<file path="src/rtl/if_stage_if.sv">
// Instruction-memory fetch bus between the IF stage (master) and the
// instruction memory (slave).
//
// Handshake: imem_req is the request valid and imem_addr the byte address.
// A transfer completes on a rising edge where imem_req & imem_ready are both 1,
// and imem_rdata carries the word in that same cycle. While imem_req=1 and
// imem_ready=0 the master holds imem_addr stable. imem_ready is meaningful only
// while imem_req=1.
interface if_stage_if;
    logic        imem_req;
    logic [31:0] imem_addr;
    logic        imem_ready;
    logic [31:0] imem_rdata;

    modport master (
        output imem_req,
        output imem_addr,
        input  imem_ready,
        input  imem_rdata
    );

    modport slave (
        input  imem_req,
        input  imem_addr,
        output imem_ready,
        output imem_rdata
    );
endinterface

</file>
<file path="src/rtl/if_stage.sv">
// Instruction-fetch stage of the MIPS pipeline: owns the fetch PC, talks to
// instruction memory over a variable-latency req/ready bus and loads the IF/ID
// register. Handles stall from the hazard unit, jump/branch redirects from
// decode (no delay slot) and drops wrong-path responses.
// dbg_state encoding: 0 = FETCH, 1 = HOLD, 2 = DISCARD.
module if_stage #(
    parameter logic [31:0] RESET_PC = 32'h0000_0000,
    parameter int          PCW      = 32
) (
    input  logic           clk,
    input  logic           rst,
    if_stage_if.master     imem,
    input  logic           stall_d,
    input  logic           jump_d,
    input  logic           branch_taken_d,
    input  logic [PCW-1:0] branch_target_d,
    output logic [31:0]    instr_d,
    output logic [PCW-1:0] pc_plus4_d,
    output logic           valid_d,
    output logic [PCW-1:0] pc_f,
    output logic [1:0]     dbg_state
);

    typedef enum logic [1:0] {
        ST_FETCH   = 2'd0,
        ST_HOLD    = 2'd1,
        ST_DISCARD = 2'd2
    } state_t;

    state_t         r_state;
    logic [PCW-1:0] r_pc;
    logic [31:0]    r_instr_d;
    logic [PCW-1:0] r_pc4_d;
    logic           r_valid_d;
    logic [31:0]    r_hold_instr;
    logic [PCW-1:0] r_hold_pc4;
    logic [PCW-1:0] r_redir_pc;

    state_t         w_state_nx;
    logic [PCW-1:0] w_pc_nx;
    logic [31:0]    w_instr_nx;
    logic [PCW-1:0] w_pc4_nx;
    logic           w_valid_nx;
    logic [31:0]    w_hold_instr_nx;
    logic [PCW-1:0] w_hold_pc4_nx;
    logic [PCW-1:0] w_redir_nx;

    logic           w_req;
    logic           w_accept;
    logic           w_redirect;
    logic [PCW-1:0] w_target;
    logic [PCW-1:0] w_pc_plus4;

    // Request is suppressed during reset and while a word is parked in HOLD.
    assign w_req      = ~rst & (r_state != ST_HOLD);
    assign w_accept   = w_req & imem.imem_ready;
    // A redirect only counts for a real, non-stalled instruction in ID.
    assign w_redirect = r_valid_d & ~stall_d & (jump_d | branch_taken_d);
    // Jump wins over branch; jump target keeps the upper nibble of PC+4.
    assign w_target   = jump_d ? {r_pc4_d[PCW-1:PCW-4], r_instr_d[25:0], 2'b00}
                               : branch_target_d;
    // Wraps modulo 2^PCW.
    assign w_pc_plus4 = r_pc + {{(PCW-3){1'b0}}, 3'b100};

    assign imem.imem_req  = w_req;
    assign imem.imem_addr = r_pc;
    assign instr_d        = r_instr_d;
    assign pc_plus4_d     = r_pc4_d;
    assign valid_d        = r_valid_d;
    assign pc_f           = r_pc;
    assign dbg_state      = r_state;

    // Next-state and next-register values for the fetch FSM.
    always_comb begin
        w_state_nx      = r_state;
        w_pc_nx         = r_pc;
        w_instr_nx      = r_instr_d;
        w_pc4_nx        = r_pc4_d;
        w_valid_nx      = r_valid_d;
        w_hold_instr_nx = r_hold_instr;
        w_hold_pc4_nx   = r_hold_pc4;
        w_redir_nx      = r_redir_pc;
        case (r_state)
            ST_FETCH: begin
                if (w_accept) begin
                    if (w_redirect) begin
                        // Returned word is on the wrong path.
                        w_pc_nx    = w_target;
                        w_valid_nx = 1'b0;
                    end else if (stall_d) begin
                        // ID is frozen: park the word until the stall clears.
                        w_hold_instr_nx = imem.imem_rdata;
                        w_hold_pc4_nx   = w_pc_plus4;
                        w_state_nx      = ST_HOLD;
                    end else begin
                        w_instr_nx = imem.imem_rdata;
                        w_pc4_nx   = w_pc_plus4;
                        w_valid_nx = 1'b1;
                        w_pc_nx    = w_pc_plus4;
                    end
                end else if (w_redirect) begin
                    // Request in flight: keep the address, drop its response later.
                    w_redir_nx = w_target;
                    w_valid_nx = 1'b0;
                    w_state_nx = ST_DISCARD;
                end else if (!stall_d) begin
                    w_valid_nx = 1'b0;
                end
            end
            ST_HOLD: begin
                if (!stall_d) begin
                    if (w_redirect) begin
                        w_pc_nx    = w_target;
                        w_valid_nx = 1'b0;
                    end else begin
                        w_instr_nx = r_hold_instr;
                        w_pc4_nx   = r_hold_pc4;
                        w_valid_nx = 1'b1;
                        w_pc_nx    = w_pc_plus4;
                    end
                    w_state_nx = ST_FETCH;
                end
            end
            ST_DISCARD: begin
                // ID holds a bubble here, so stall and redirect have no effect.
                if (w_accept) begin
                    w_pc_nx    = r_redir_pc;
                    w_state_nx = ST_FETCH;
                end
            end
            default: begin
                w_state_nx = ST_FETCH;
            end
        endcase
    end

    // State and pipeline registers with synchronous reset.
    always_ff @(posedge clk) begin
        if (rst) begin
            r_state      <= ST_FETCH;
            r_pc         <= RESET_PC[PCW-1:0];
            r_instr_d    <= '0;
            r_pc4_d      <= '0;
            r_valid_d    <= 1'b0;
            r_hold_instr <= '0;
            r_hold_pc4   <= '0;
            r_redir_pc   <= '0;
        end else begin
            r_state      <= w_state_nx;
            r_pc         <= w_pc_nx;
            r_instr_d    <= w_instr_nx;
            r_pc4_d      <= w_pc4_nx;
            r_valid_d    <= w_valid_nx;
            r_hold_instr <= w_hold_instr_nx;
            r_hold_pc4   <= w_hold_pc4_nx;
            r_redir_pc   <= w_redir_nx;
        end
    end

endmodule

</file>
<file path="src/flat_wrapper.sv">
// flat-port wrapper written by rule: the top's interface ports become plain ports
module if_stage_flat 
#(
    parameter logic [31:0] RESET_PC = 32'h0000_0000,
    parameter int          PCW      = 32
)
  (clk, rst, stall_d, jump_d, branch_taken_d, branch_target_d, instr_d, pc_plus4_d, valid_d, pc_f, dbg_state, imem_imem_req, imem_imem_addr, imem_imem_ready, imem_imem_rdata);
  if_stage_if imem_i ();
  input  logic clk;
  input  logic rst;
  input  logic stall_d;
  input  logic jump_d;
  input  logic branch_taken_d;
  input  logic [PCW-1:0] branch_target_d;
  output logic [31:0] instr_d;
  output logic [PCW-1:0] pc_plus4_d;
  output logic valid_d;
  output logic [PCW-1:0] pc_f;
  output logic [1:0] dbg_state;
  output wire logic [$bits(imem_i.imem_req)-1:0] imem_imem_req;
  output wire logic [$bits(imem_i.imem_addr)-1:0] imem_imem_addr;
  input wire logic [$bits(imem_i.imem_ready)-1:0] imem_imem_ready;
  input wire logic [$bits(imem_i.imem_rdata)-1:0] imem_imem_rdata;
  assign imem_imem_req = imem_i.imem_req;
  assign imem_imem_addr = imem_i.imem_addr;
  assign imem_i.imem_ready = imem_imem_ready;
  assign imem_i.imem_rdata = imem_imem_rdata;
  if_stage #(.RESET_PC(RESET_PC), .PCW(PCW)) u_core (.clk(clk), .rst(rst), .imem(imem_i), .stall_d(stall_d), .jump_d(jump_d), .branch_taken_d(branch_taken_d), .branch_target_d(branch_target_d), .instr_d(instr_d), .pc_plus4_d(pc_plus4_d), .valid_d(valid_d), .pc_f(pc_f), .dbg_state(dbg_state));
endmodule
</file>
<file path="config.mk">
export PLATFORM = sky130hd
export DESIGN_NAME = if_stage_flat
export DESIGN_NICKNAME = d
export VERILOG_FILES = /design/src/rtl/if_stage_if.sv /design/src/rtl/if_stage.sv /design/src/flat_wrapper.sv
export SDC_FILE = /design/constraint.sdc
export NUM_CORES = 1
export LEC_CHECK = 0
export ABC_AREA = 0
export CAP_MARGIN = 30
export CORE_UTILIZATION = 51
export CTS_BUF_LIST = sky130_fd_sc_hd__clkbuf_4 sky130_fd_sc_hd__clkbuf_8 sky130_fd_sc_hd__clkbuf_16
export DETAILED_ROUTE_END_ITERATION = 10
export GPL_TIMING_DRIVEN = 0
export PLACE_DENSITY_LB_ADDON = 0.1
export SYNTH_ARGS = -nofsm -noshare
export SYNTH_HDL_FRONTEND = slang
export SYNTH_SLANG_ARGS = --single-unit
</file>
<file path="constraint.sdc">
create_clock -name clk -period 2.53 [get_ports clk]
set_clock_uncertainty 0.15 [all_clocks]
set_input_delay 0.506 -clock clk [delete_from_list [all_inputs] [get_ports clk]]
set_output_delay 0.506 -clock clk [all_outputs]
set_load 0.02 [all_outputs]
</file>
==> results of run 1 <==
layer usage:
metal	part of all wire [%]	vias up	global-route usage (%)
li1	-	4683	-
met1	40	4808	47.72
met2	44	654	53.79
met3	11	96	6.962
met4	4.7	0	15.79
met5	0	-	0
worst paths after layout:
path | slack, ns | depth (start not counted) | start | endpoint
worst max-delay path | -0.006 | 6 | u_core.imem.imem_addr[8] | u_core.pc_plus4_d[17]
worst min-delay path | 0.30 | 2 | u_core.pc_plus4_d[16] | u_core.pc_plus4_d[16]
worst max register to register | -0.006 | 6 | u_core.imem.imem_addr[8] | u_core.pc_plus4_d[17]
worst min register to register | 0.30 | 2 | u_core.pc_plus4_d[16] | u_core.pc_plus4_d[16]
final cells by class:
cell class                      count  area (µm²)
Clock inverter                     14       160.2
Buffer                            134       721.9
Multi-Input combinational cell    862        4915
Sequential cell                   195        3911
Inverter                           11       41.29
Tap cell                          229       286.5
Clock buffer                       18       432.9
Timing Repair Buffer              206        2048
Fill cell                        1581        5508
what timing repair did:
action / CTS / global route
hold buffers: 0 / 0
pin swaps: 0 / 4
setup endpoints to repair: 131 / 164
buffers inserted: 0 / 4
hold endpoints to repair: 0 / 0
resized for setup: 30 / 44
synthesized netlist by cell type, types with 21 or more instances:
cell type	number
nor3_1	25
nor2_1	136
a21oi_1	115
clkbuf_1	70
nand2_1	212
dfxtp_1	195
o21ai_0	32
a211oi_1	49
buf_4	36
mux2i_1	23
a311oi_1	43
nand3_1	21
o211ai_1	23
critical path, delay by kind of cell, from the launching register on:
| kind | cells | cell delay (ns) |
|---|---|---|
| XOR/XNOR | 1 | 0.39 |
| AND/OR/NAND/NOR | 2 | 0.94 |
| buffers and inverters | 1 | 0.16 |
| flip-flops | 1 | 0.52 |
| AO/OA/AOI/OAI | 2 | 0.25 |
kinds of logic after synthesis:
kind of cell	after synthesis	share of synthesized area, %
AOI/OAI and AO/OA	322	22.42
muxes	23	2.440
xor gates and xnor gates	24	2.308
adders and majority gates	1	0.1326
and+or+nand+nor	492	23.62
DFF	195	41.37
buffers and inverters	149	7.705
through the flow:
| step | power [mW] | instances | hold WS (ns) |
|---|---|---|---|
| 6_report | 7.462 | 1669 | 0.3031 |
| 5_1_grt | 7.668 | 1669 | 0.3273 |
| 4_1_cts | 7.400 | 1666 | 0.3041 |
| 3_5_place_dp | 4.691 | 1637 | 0.2954 |
| 3_3_place_gp | 4.673 | 1636 | 0.2914 |
| 2_1_floorplan | 4.080 | 1206 | 0.2866 |
sequential cells by signal, indices dropped and copies added (netlist names):
name                   cells
u_core.r_redir_pc         32
u_core.valid_d             1
u_core.r_hold_pc4         32
u_core.pc_plus4_d         32
u_core.r_hold_instr       32
u_core.dbg_state           2
u_core.instr_d            32
u_core.imem.imem_addr     32
report_power, final:
group / internal [mW] / switching (mW) / total (mW)
clock: 1.42 / 1.36 / 2.78
sequential: 3.20 / 0.149 / 3.35
combinational: 0.568 / 0.758 / 1.33
total: 5.19 / 2.27 / 7.46
==> flow_metrics.py, run 1 <==
metrics = {
    "yosys": {
        "ys_seq_area_share_pct": 41.37,
        "postSynthCellCount": 1206,
        "yosys-top-cells-area": "dfxtp_1, nand2_1, a21oi_1",
        "synth.top_cell.area_share_pct": 41.37,
        "ys_async_sr_fraction_pct": 0,
        "ys.flop_type": "dfxtp_1",
        "synth-edff-count": 0,
        "synth.distinct_cells": 59,
        "synth_area_mm2": 0.009435,
        "yosysTopAreaCell": "dfxtp_1",
        "synth_warnings": 0,
        "ys_ff_latch": 195,
        "synth_nets": 1277,
        "syn_avg_cell_area_um2": 7.824,
    },
    "outcome": {
        "status": "finished, violations left",
        "violations": "negative setup slack",
    },
    "sta": {
        "finalSetupViolCount": 1,
        "layout_setup_ws_ns": -0.005915,
        "post-route-period-util_pct": 100.2,
        "fmax_mhz": 394.3,
        "rsz0062_at_grt": "yes",
        "worstMarginPinSlew_ns": 0.7734,
        "min_period_ns": 2.536,
        "tns_ns": -0.005915,
        "slew_viol_final": 0,
        "finalHoldViolCount": 0,
        "slew-limit-headroom_pct": 48.44,
    },
    "layout": {
        "drive_above_1_share_pct": 11.32,
        "final_cell_mix": "nand2_1, clkdlybuf4s50_1, dfxtp_1",
        "layout_commonest_cell": "nand2_1",
        "fin_area_mm2": 0.01252,
        "areaGrowthSynthToFinish_pct": 32.66,
        "fin_util_pct": 69.44,
        "fin_nets": 1498,
        "diodes": 0,
    },
    "setup_path": {
        "critPathLaunchType": "register",
        "slowest_stage": "or4_4",
        "path_max_fanout": 9,
        "worstSetupEndpointType": "register",
        "crit_type": "reg -> reg",
        "path_cells": "nand4_1, or4_4, buf_6, xor2_1, a211o_1, a21oi_1",
        "cp.arrival_ns": 2.71,
        "critical-path-max-stage-delay_ns": 0.58,
        "cp.required_ns": 2.70,
    },
    "die": {
        "dieArea_mm2": 0.01905,
        "num_rows": 49,
        "fp.dieH_um": 138.0,
        "start_util_pct": 52.35,
        "coreArea_mm2": 0.01802,
        "boundaryPins": 202,
        "die_x_um": 138.0,
    },
    "routing": {
        "drt_wl_total_um": 34180,
        "post_drt_wl_per_cell_um": 20.48,
        "ant_nets": 0,
        "drc": 0,
        "initialDrtViolationCount": 1222,
        "viasPerCell": 6.136,
        "via_count": 10240,
        "firstDrtPassIters": 6,
    },
    "clock_tree": {
        "numCtsBuffers": 17,
        "root_buffer": "clkbuf_16",
        "htreeDepth": 4,
        "clk_pin_slew_worst_paths_ns": 0.08,
        "cts_buffer_depth": 2,
        "numClockSinks": 195,
        "clock_latency_ns": 0.45,
        "cts_tree": "done",
    },
    "power_and_ir_drop": {
        "p_leak_nw": 4.427,
        "power_density_mw_per_mm2": 596.1,
        "peakVddDrop_uv": 541.0,
    },
    "job": {
        "cap_violations": 0,
    },
    "worst_hold_path": {
        "worst_hold_path_type": "reg -> reg",
    },
    "placed_design": {
        "dp_hpwl_um": 25210,
        "place_area_mm2": 0.01174,
        "portBuffers": 201,
        "dp_worst_setup_slack_ns": -1.018,
        "gp_congestion": 1.025,
    },
    "global_routing": {
        "grt_antenna_before_repair": 0,
        "track_usage_pct": 35.10,
        "grt_max_degree": 20,
        "grt_pass1_vias": 9163,
        "grt_overflow": 0,
        "grt_pass1_wl_um": 52100,
    },
}
No activity file was read; power rests on OpenSTA's default activity.
==> inputs of run 2 (changes only) <==
--- a/config.mk
+++ b/config.mk
@@ -5,9 +5,9 @@
 export SDC_FILE = /design/constraint.sdc
 export NUM_CORES = 1
 export LEC_CHECK = 0
-export ABC_AREA = 0
+export ABC_AREA = 1
 export CAP_MARGIN = 30
-export CORE_UTILIZATION = 51
+export CORE_UTILIZATION = 52
 export CTS_BUF_LIST = sky130_fd_sc_hd__clkbuf_4 sky130_fd_sc_hd__clkbuf_8 sky130_fd_sc_hd__clkbuf_16
 export DETAILED_ROUTE_END_ITERATION = 10
 export GPL_TIMING_DRIVEN = 0
==> flow_metrics.py, run 2 <==
metrics = {
    "die": {
        "start_util_pct": 52.92,
        "coreArea_mm2": 0.01796,
        "die_x_um": 137.2,
        "num_rows": 49,
        "fp.dieH_um": 137.2,
        "dieArea_mm2": 0.01883,
        "boundaryPins": 202,
    },
    "yosys": {
        "synthTopCellsByCount": "nand2_1, dfxtp_1, nor2_1",
        "ys_seq_area_share_pct": 41.06,
        "syn_avg_cell_area_um2": 6.766,
        "synth.distinct_cells": 30,
        "ys.flop_type": "dfxtp_1",
        "yosysTopAreaCell": "dfxtp_1",
        "synth_compound_area_share_pct": 24.11,
        "synth.most_common_cell": "nand2_1",
        "synthSimpleGateAreaFrac_pct": 21.77,
        "synth.top_cell.area_share_pct": 41.06,
        "synth_nets": 1476,
        "yosys.area_share.adder_pct": 0.1316,
        "ys_async_sr_fraction_pct": 0,
        "synth_area_mm2": 0.009507,
        "synth_xor_area_share_pct": 0.8292,
        "postSynthCellCount": 1405,
        "synth_warnings": 0,
        "synth.area.mux_share_pct": 0,
        "ys_ff_latch": 195,
        "synth_top_family_by_area": "compound AO/OA/AOI/OAI gates",
        "synth-edff-count": 0,
        "yosys-top-cells-area": "dfxtp_1, nand2_1, nor2_1",
    },
    "clock_tree": {
        "root_buffer": "clkbuf_16",
        "htreeDepth": 4,
        "postCtsSetupBuffers": 0,
        "numClockSinks": 195,
        "cts_hold_buf": 0,
        "cts_tree": "done",
        "numCtsBuffers": 17,
        "clock_latency_ns": 0.44,
        "cts_buffer_depth": 2,
        "clk_pin_slew_worst_paths_ns": 0.08,
        "cts_resized": 1,
    },
    "power_and_ir_drop": {
        "p_total_mw": 7.640,
        "power_density_mw_per_mm2": 617.4,
        "p_clk_share_pct": 35.6,
        "switching_share_pct": 30.87,
        "p_leak_nw": 5.002,
        "p_sw_mw": 2.359,
        "p_seq_share_pct": 44.8,
        "power_frac_comb_pct": 19.6,
        "peakVddDrop_uv": 500.1,
        "p_int_mw": 5.282,
    },
    "placed_design": {
        "gp_congestion": 0.9602,
        "portBuffers": 200,
        "dp_worst_setup_slack_ns": -0.3114,
        "dp_cells": 1834,
        "dp_hpwl_um": 25050,
    },
    "setup_path": {
        "crit_family": "simple AND/OR/NAND/NOR gates",
        "r2r_cells": 10,
        "slowest_stage": "dfxtp_1",
        "reg2reg_setup_slack_ns": 0.15,
        "crit_buf_inv": 1,
        "crit_start": "u_core.imem.imem_addr[2]",
        "rr_endpoint": "u_core.r_hold_pc4[26]",
        "cp.arrival_ns": 2.58,
        "crit_type": "reg -> reg",
        "critPathLaunchType": "register",
        "worstSetupEndpointType": "register",
        "path_max_fanout": 7,
        "path_cells": "ha_1, nand2_1, nor2_2, nand2_1, nor2_1, nand2_1, nand2_1, nand2_1, o21ai_1, inv_1",
        "cp.required_ns": 2.73,
        "crit_path_frequent_cell": "nand2_1",
        "critical-path-max-stage-delay_ns": 0.50,
        "reg2reg_from": "u_core.imem.imem_addr[2]",
    },
    "routing": {
        "firstDrtPassIters": 6,
        "initialDrtViolationCount": 1250,
        "post_drt_wl_per_cell_um": 17.60,
        "drc": 0,
        "drt_wl_total_um": 32850,
        "ant_nets": 0,
        "viasPerCell": 5.520,
        "via_count": 10310,
    },
    "global_routing": {
        "grt_antenna_before_repair": 2,
        "grt_pass1_wl_um": 50000,
        "grt_overflow": 0,
        "grt_pass1_vias": 9122,
        "grt_max_degree": 19,
        "track_usage_pct": 35.49,
    },
    "sta": {
        "tns_ns": 0,
        "slew-limit-headroom_pct": 52.38,
        "slew_viol_final": 0,
        "min_period_ns": 2.381,
        "layout_setup_ws_ns": 0.1490,
        "worstMarginPinSlew_ns": 0.7143,
        "fmax_mhz": 420.0,
        "finalSetupViolCount": 0,
        "finalHoldViolCount": 0,
        "post-route-period-util_pct": 94.11,
        "rsz0062_at_grt": "no",
    },
    "layout": {
        "final_cells": 1867,
        "drive_above_1_share_pct": 8.125,
        "fillers": 1644,
        "final-seq-area_mm2": 0.003904,
        "fin_nets": 1695,
        "areaGrowthSynthToFinish_pct": 30.17,
        "layout_commonest_cell": "nand2_1",
        "final_cell_mix": "nand2_1, clkdlybuf4s50_1, dfxtp_1",
        "fin_util_pct": 68.89,
        "multiInputGateArea_mm2": 0.004456,
    },
    "worst_hold_path": {
        "hold_depth": 2,
        "hp-start": "u_core.r_hold_instr[11]",
        "worst_hold_path_type": "reg -> reg",
        "min_to": "u_core.r_hold_instr[11]",
    },
    "job": {
        "cap_violations": 0,
    },
    "outcome": {
        "status": "finished clean",
    },
}
-- run 2: power by group through the flow --
stage                     Combinational (mW)  Clock [mW]  Sequential (mW)
after floorplan                        0.685           0             3.58
final                                   1.50        2.72             3.42
after CTS                               1.48        2.69             3.42
after global routing                    1.62        2.83             3.44
after global placement                  1.45           0             3.48
after detailed placement                1.47           0             3.49
-- run 2: worst max-delay path by stage --
stage                                endpoint  slack (ns)  cells past startpoint
finish                  u_core.r_hold_pc4[26]        0.15                     10
global route            u_core.r_hold_pc4[26]        0.02                     10
CTS                 u_core.imem.imem_addr[14]        0.03                      8
detailed placement         u_core.instr_d[10]       -0.31                      6
global placement           u_core.instr_d[10]       -0.28                      6
floorplan               u_core.r_hold_pc4[30]        0.55                      9
-- run 2: through the flow --
| step | instance area, µm² | hold slack (ns) |
|---|---|---|
| floorplan | 9507 | 0.2747 |
| global placement | 11800 | 0.2830 |
| global route | 12370 | 0.3182 |
| finish | 12370 | 0.3042 |
| detailed placement | 11800 | 0.2917 |
| CTS | 12370 | 0.3024 |
-- run 2: layout make-up --
cell class / instances / area share (%)
antenna: 1 / 0.02022
buffer: 123 / 5.268
clock buffer: 18 / 3.498
clock inverter: 14 / 1.143
inverter: 133 / 4.034
multi-input combinational: 954 / 36.01
sequential: 195 / 31.55
tap: 229 / 2.315
timing repair buffer: 200 / 16.17
-- run 2: cell families after synthesis --
kind of cell / Yosys count
simple gates: 529
compound gates: 415
buf+inv: 256
flops: 195
xor+xnor: 9
fa+ha+maj: 1
-- run 2: tightest hold or removal path, stage by stage, from the launching register on --
cell and delay (ns):
dfxtp_1 0.30, inv_1 0.05, a21oi_1 0.06
-- run 2: metal layers --
layer  part of all wire, %  track usage [%]  routed length (µm)
met1                    42            48.53               13730
met2                    44            55.36               14500
met3                    10            6.512                3447
met4                   3.6            13.74                1175
met5                     0                0                   0
